===== config.mk =====
export PLATFORM = sky130hd
export DESIGN_NAME = eth_tx_ctrl
export DESIGN_NICKNAME = d
export VERILOG_FILES = /design/src/rtl/eth_tx_ctrl.sv
export SDC_FILE = /design/constraint.sdc
export NUM_CORES = 1
export LEC_CHECK = 0
export ABC_AREA = 1
export ABC_CLOCK_PERIOD_IN_PS = 7400
export BUFFER_PORTS_ARGS = -buffer_cell sky130_fd_sc_hd__buf_2
export CORE_UTILIZATION = 35
export CTS_BUF_LIST = sky130_fd_sc_hd__clkbuf_16
export DETAILED_ROUTE_END_ITERATION = 8
export PLACE_DENSITY_LB_ADDON = 0.3
export SYNTH_ARGS = -nofsm -noshare
export SYNTH_HDL_FRONTEND = slang
export SYNTH_SLANG_ARGS = --single-unit

===== constraint.sdc =====
create_clock -name Clk -period 7.4 [get_ports Clk]
set_input_delay 0.37 -clock Clk [delete_from_list [all_inputs] [get_ports Clk]]
set_output_delay 0.37 -clock Clk [all_outputs]
set_load 0.005 [all_outputs]

===== src/rtl/eth_tx_ctrl.sv =====
// eth_tx_ctrl: RMII frame serialiser with CRC feed, payload fetch and inter-packet gap
module eth_tx_ctrl #(
  parameter int pIPG_Clks = 48
) (
  input  logic        Clk,
  input  logic        Rst,
  input  logic        Start,
  input  logic [47:0] Dest_Addr,
  input  logic [47:0] Src_Addr,
  input  logic [15:0] Len_Type,
  input  logic [15:0] Payload_Len,
  output logic        Payload_Rd,
  input  logic [7:0]  Payload_Data,
  input  logic [31:0] Crc_Computed,
  output logic        Crc_Init,
  output logic        Crc_En,
  output logic [7:0]  Byte_Out,
  output logic        Byte_Vld,
  output logic [1:0]  Txd,
  output logic        Tx_En,
  output logic        Busy,
  output logic        Done
);
  typedef enum logic [2:0] {IDLE, PRE, SFD, HDR, PAY, FCS, IPG} state_t;
  state_t       state, nxt;
  logic [15:0]  cnt, last, n_len;
  logic [1:0]   phase;
  logic [7:0]   shreg, nbyte;
  logic [143:0] hdr;
  logic [23:0]  fcs;
  logic         wrap, cov;
  assign Txd = shreg[1:0];
  // nxt/nbyte describe the byte loaded at the coming phase-3 edge
  always_comb begin
    last = state == PRE ? 16'd6 : state == HDR ? 16'd17 : state == PAY ? n_len - 16'd1 :
           state == FCS ? 16'd3 : 16'd0;
    wrap = cnt == last;
    nxt = !wrap ? state : state == PRE ? SFD : state == SFD ? HDR :
          state == HDR ? (n_len == 16'd0 ? FCS : PAY) : state == PAY ? FCS : IPG;
    nbyte = nxt == PRE ? 8'h55 : nxt == SFD ? 8'hD5 : nxt == HDR ? hdr[143:136] :
            nxt == PAY ? Payload_Data :
            nxt == FCS ? (state == FCS ? fcs[23:16] : Crc_Computed[31:24]) : 8'h00;
    cov = nxt == HDR || nxt == PAY;
  end
  always_ff @(posedge Clk or posedge Rst)
    if (Rst) begin
      state <= IDLE;
      cnt <= '0;
      n_len <= '0;
      phase <= '0;
      shreg <= '0;
      hdr <= '0;
      fcs <= '0;
      Payload_Rd <= 1'b0;
      Crc_Init <= 1'b0;
      Crc_En <= 1'b0;
      Byte_Out <= '0;
      Byte_Vld <= 1'b0;
      Tx_En <= 1'b0;
      Busy <= 1'b0;
      Done <= 1'b0;
    end else begin
      Crc_Init <= 1'b0;
      Byte_Vld <= 1'b0;
      Payload_Rd <= 1'b0;
      Done <= 1'b0;
      if (state == IDLE) begin
        if (Start) begin
          // cnt of all-ones rolls to byte 0 of the preamble on the first load
          state <= PRE;
          cnt <= '1;
          phase <= 2'd3;
          Busy <= 1'b1;
          Crc_Init <= 1'b1;
          n_len <= Payload_Len;
          hdr <= {Dest_Addr, Src_Addr, Len_Type, 8'h00, Payload_Len, 8'h00};
        end
      end else if (state == IPG) begin
        cnt <= cnt + 16'd1;
        if (cnt == 16'(pIPG_Clks - 1)) begin
          state <= IDLE;
          Busy <= 1'b0;
          Done <= 1'b1;
        end
      end else if (phase != 2'd3) begin
        phase <= phase + 2'd1;
        shreg <= shreg >> 2;
        Payload_Rd <= phase == 2'd1 && nxt == PAY;
      end else begin
        phase <= 2'd0;
        state <= nxt;
        cnt <= wrap ? 16'd0 : cnt + 16'd1;
        shreg <= nbyte;
        Tx_En <= nxt != IPG;
        Crc_En <= cov;
        Byte_Vld <= cov;
        if (cov) Byte_Out <= nbyte;
        if (nxt == HDR) hdr <= hdr << 8;
        if (nxt == FCS) fcs <= state == FCS ? fcs << 8 : Crc_Computed[23:0];
      end
    end
endmodule


==> results.toml <==
[status]
status = "finished with violations"
violations = "hold timing"

[sta]
setup-tns-final_ns = 0
min_period_ns = 4.64
rsz0062_at_grt = "no"
worst_pin_slew_ns = 1.13
hold_ws_ns = -0.00673
slew_headroom = 0.247
setup_viol = 0
fmax_ghz = 0.216
finalHoldViolCount = 1
slew_viol_final = 0
fin_crit_sh = 0.627
worst_clock_skew_ns = 0.0169

[cells_and_area]
fin_area_sq_mm = 0.0136
area_growth_pct = 16.0
num_antenna_cells = 0
fill_cells = 3371
drive_gt1_frac = 0.258
final_nets = 1635
multi_input_area_sq_mm = 0.00545
post-route-util = 0.416
final-seq-area_sq_mm = 0.00551

[place]
dp_hpwl_mm = 19.8
placed_area_sq_mm = 0.0129
port_buffers = 187
globalplace.congestion = 0.855

[cts]
post_cts_buffers = 0
cts_num_sinks = 220
clk_latency_ns = 0.54
cts-htree-levels = 1
hold_buffers = 0
tritoncts = "yes"
path_clk_slew_ns = 0.06
clock_path_buffers = 3
cts_buffers = 26
cts_resized = 0
cts-root-buf = "clkbuf_16"

[setup_path]
critical_path.endpoint_type = "flip-flop"
reg2reg_slack_ns = 2.76
crit_required_ns = 7.85
r2r_start = "state[2]"
startpoint_type = "flip-flop"
rr_worst_depth = 17
critPathArrivalTime_ns = 5.09
r2r-end = "hdr[105]"
setup.worst_path.class = "flip-flop to flip-flop"
critPathLaunch = "state[2]"
endpoint = "hdr[105]"
crit_fanout = 129

[synthesis]
synth_top_area_frac = 0.468
synth_seq_cells = 220
synth-edff-count = 0
syn_area_per_cell_sq_um = 9.02
synth_commonest_cells = "nand2_1 (358), dfrtp_1 (220), mux2i_1 (123), o21ai_2 (120), nor2_1 (80)"
yosysMostFrequentCell = "nand2_1"
postSynth.asyncResetShare = 1.00
synth_top_area_cell = "dfrtp_1"
yosysSeqAreaShare = 0.468
postSynthCellCount = 1303
synth.distinct_cells = 37
syn_area_sq_mm = 0.0118
yosysWarnings = 0
synth_fp_nets = 1478
synth_ff_type = "dfrtp_1"
synthTopCellsByArea = "dfrtp_1 (47%), nand2_1 (11%), mux2i_1 (10%)"

[drt]
drt_wl_total_mm = 28.5
vias_per_cell = 4.85
dr.pass1.iters = 5
drc = 0
drt_iter0_drc = 678
drtAntennaViolNets = 0
wire_per_inst_um = 14.9
num_vias = 9304

[die]
die_h_um = 185
start_util = 0.359
fp.coreArea_sq_mm = 0.0328
pin_count = 188
fp.dieW_um = 185
die_area_sq_mm = 0.0343
row_count = 66

[grt]
antenna_found_initial = 0
track_usage = 0.168
grt.overflow.total = 0
grt_pass1_vias = 9132
grt_max_degree = 130
grt_pass1_wl_mm = 46.7

[power]
p_per_area_mw_per_mm2 = 183
vdd_ir_drop_max_uv = 144
pwr-share-clk = 0.471
power.internal_w = 0.00192
seq_power_share = 0.487
leakagePower_nw = 6.14
sw_frac_of_total = 0.231
p_comb_frac = 0.041
p_switching_w = 0.000577

[flow_run]
drv_cap = 0

[min_path]
worstHoldPathType = "primary input to asynchronous set/reset pin"
==> area by class of cell <==
class / count / share of cell area
Clock inverter: 19 / 0.00880
Multi-Input combinational cell: 930 / 0.400
Clock buffer: 26 / 0.0477
Inverter: 85 / 0.0239
Timing Repair Buffer: 197 / 0.0759
Sequential cell: 220 / 0.403
Tap cell: 442 / 0.0405
==> flip-flops by register name (all words and copies together), names as in the netlist <==
name / cells
Busy: 1
Crc_En: 1
Done: 1
state: 3
n_len: 16
Byte_Out: 8
hdr: 136
Byte_Vld: 1
Crc_Init: 1
Payload_Rd: 1
phase: 2
Tx_En: 1
cnt: 16
fcs: 24
shreg: 8
==> critical path: stages, from the launching register on <==
cell	delay, ns
dfrtp_1	0.57
inv_2	0.16
nor2_4	0.59
nand3_1	0.22
nand3_1	0.12
nand2_1	0.06
nor2_1	0.11
nand2_1	0.11
nor2_4	0.19
nand3_2	0.29
nand2_1	0.17
nand2_2	0.11
nand3_4	0.16
nand2_2	0.08
nand3b_4	0.66
buf_12	0.53
nand2_1	0.16
o21ai_2	0.09
==> metrics by stage <==
stage	setup WS, ns	std cells	power (W)
after detailed placement	2.88	1874	0.00135
after global routing	2.33	1919	0.00260
after CTS	2.84	1919	0.00255
after floorplan	1.01	1303	0.00128
final	2.76	1919	0.00250
after global placement	3.06	1874	0.00135
==> power groups by stage <==
stage | clock network (W) | logic (W) | registers [W]
finish | 0.00118 | 0.000103 | 0.00122
global route | 0.00126 | 0.000117 | 0.00122
CTS | 0.00122 | 0.000106 | 0.00122
detailed placement | 0 | 0.000106 | 0.00124
global placement | 0 | 0.000105 | 0.00124
floorplan | 0 | 0.0000406 | 0.00124
==> logic make-up after synthesis <==
logic type / share of synthesized area
flops: 0.468
buf+inv: 0.0689
xor+xnor: 0.00670
compound gates: 0.144
mux: 0.106
simple gates: 0.202
fa+ha+maj: 0.00426
==> cell usage in the layout (no fill, tap or decap), types with 3 or more instances in the layout <==
| cell | netlist | final |
|---|---|---|
| o21ai_1 | 21 | 21 |
| dfrtp_1 | 220 | 220 |
| nor3_1 | 6 | 6 |
| nor2_4 | 4 | 5 |
| clkbuf_16 | 0 | 26 |
| buf_2 | 8 | 187 |
| clkinv_1 | 0 | 8 |
| nor2_2 | 3 | 4 |
| a31oi_1 | 8 | 8 |
| nand2_2 | 7 | 7 |
| ha_1 | 4 | 4 |
| nor2_1 | 80 | 78 |
| inv_2 | 6 | 6 |
| o21ai_0 | 49 | 49 |
| nor4_1 | 5 | 5 |
| inv_1 | 79 | 81 |
| a22oi_1 | 21 | 21 |
| a21oi_1 | 7 | 7 |
| clkinv_2 | 0 | 5 |
| buf_4 | 6 | 8 |
| nand3_2 | 3 | 3 |
| o21ai_2 | 120 | 120 |
| xor2_1 | 9 | 9 |
| nand3_1 | 70 | 70 |
| nand2_1 | 358 | 358 |
| nand4_1 | 21 | 21 |
| mux2i_1 | 123 | 123 |
==> routing by layer <==
metal,part of all wire,vias up,global-route usage
met1,0.48,4366,0.240
li1,-,4663,-
met3,0.055,40,0.0258
met2,0.44,235,0.265
met4,0.021,0,0.0423
met5,0,-,0
==> how the worst min path moves through the flow <==
stage | start | endpoint | slack [ns] | depth (start not counted)
floorplan | hdr[10] | hdr[10] | 0.44 | 2
CTS | Rst | hdr[94] | 0.02 | 2
detailed placement | hdr[10] | hdr[10] | 0.46 | 2
global route | Rst | hdr[95] | 0.05 | 2
global placement | hdr[9] | hdr[9] | 0.45 | 2
finish | Rst | hdr[95] | -0.007 | 2
(Power assumes the default switching activity.)
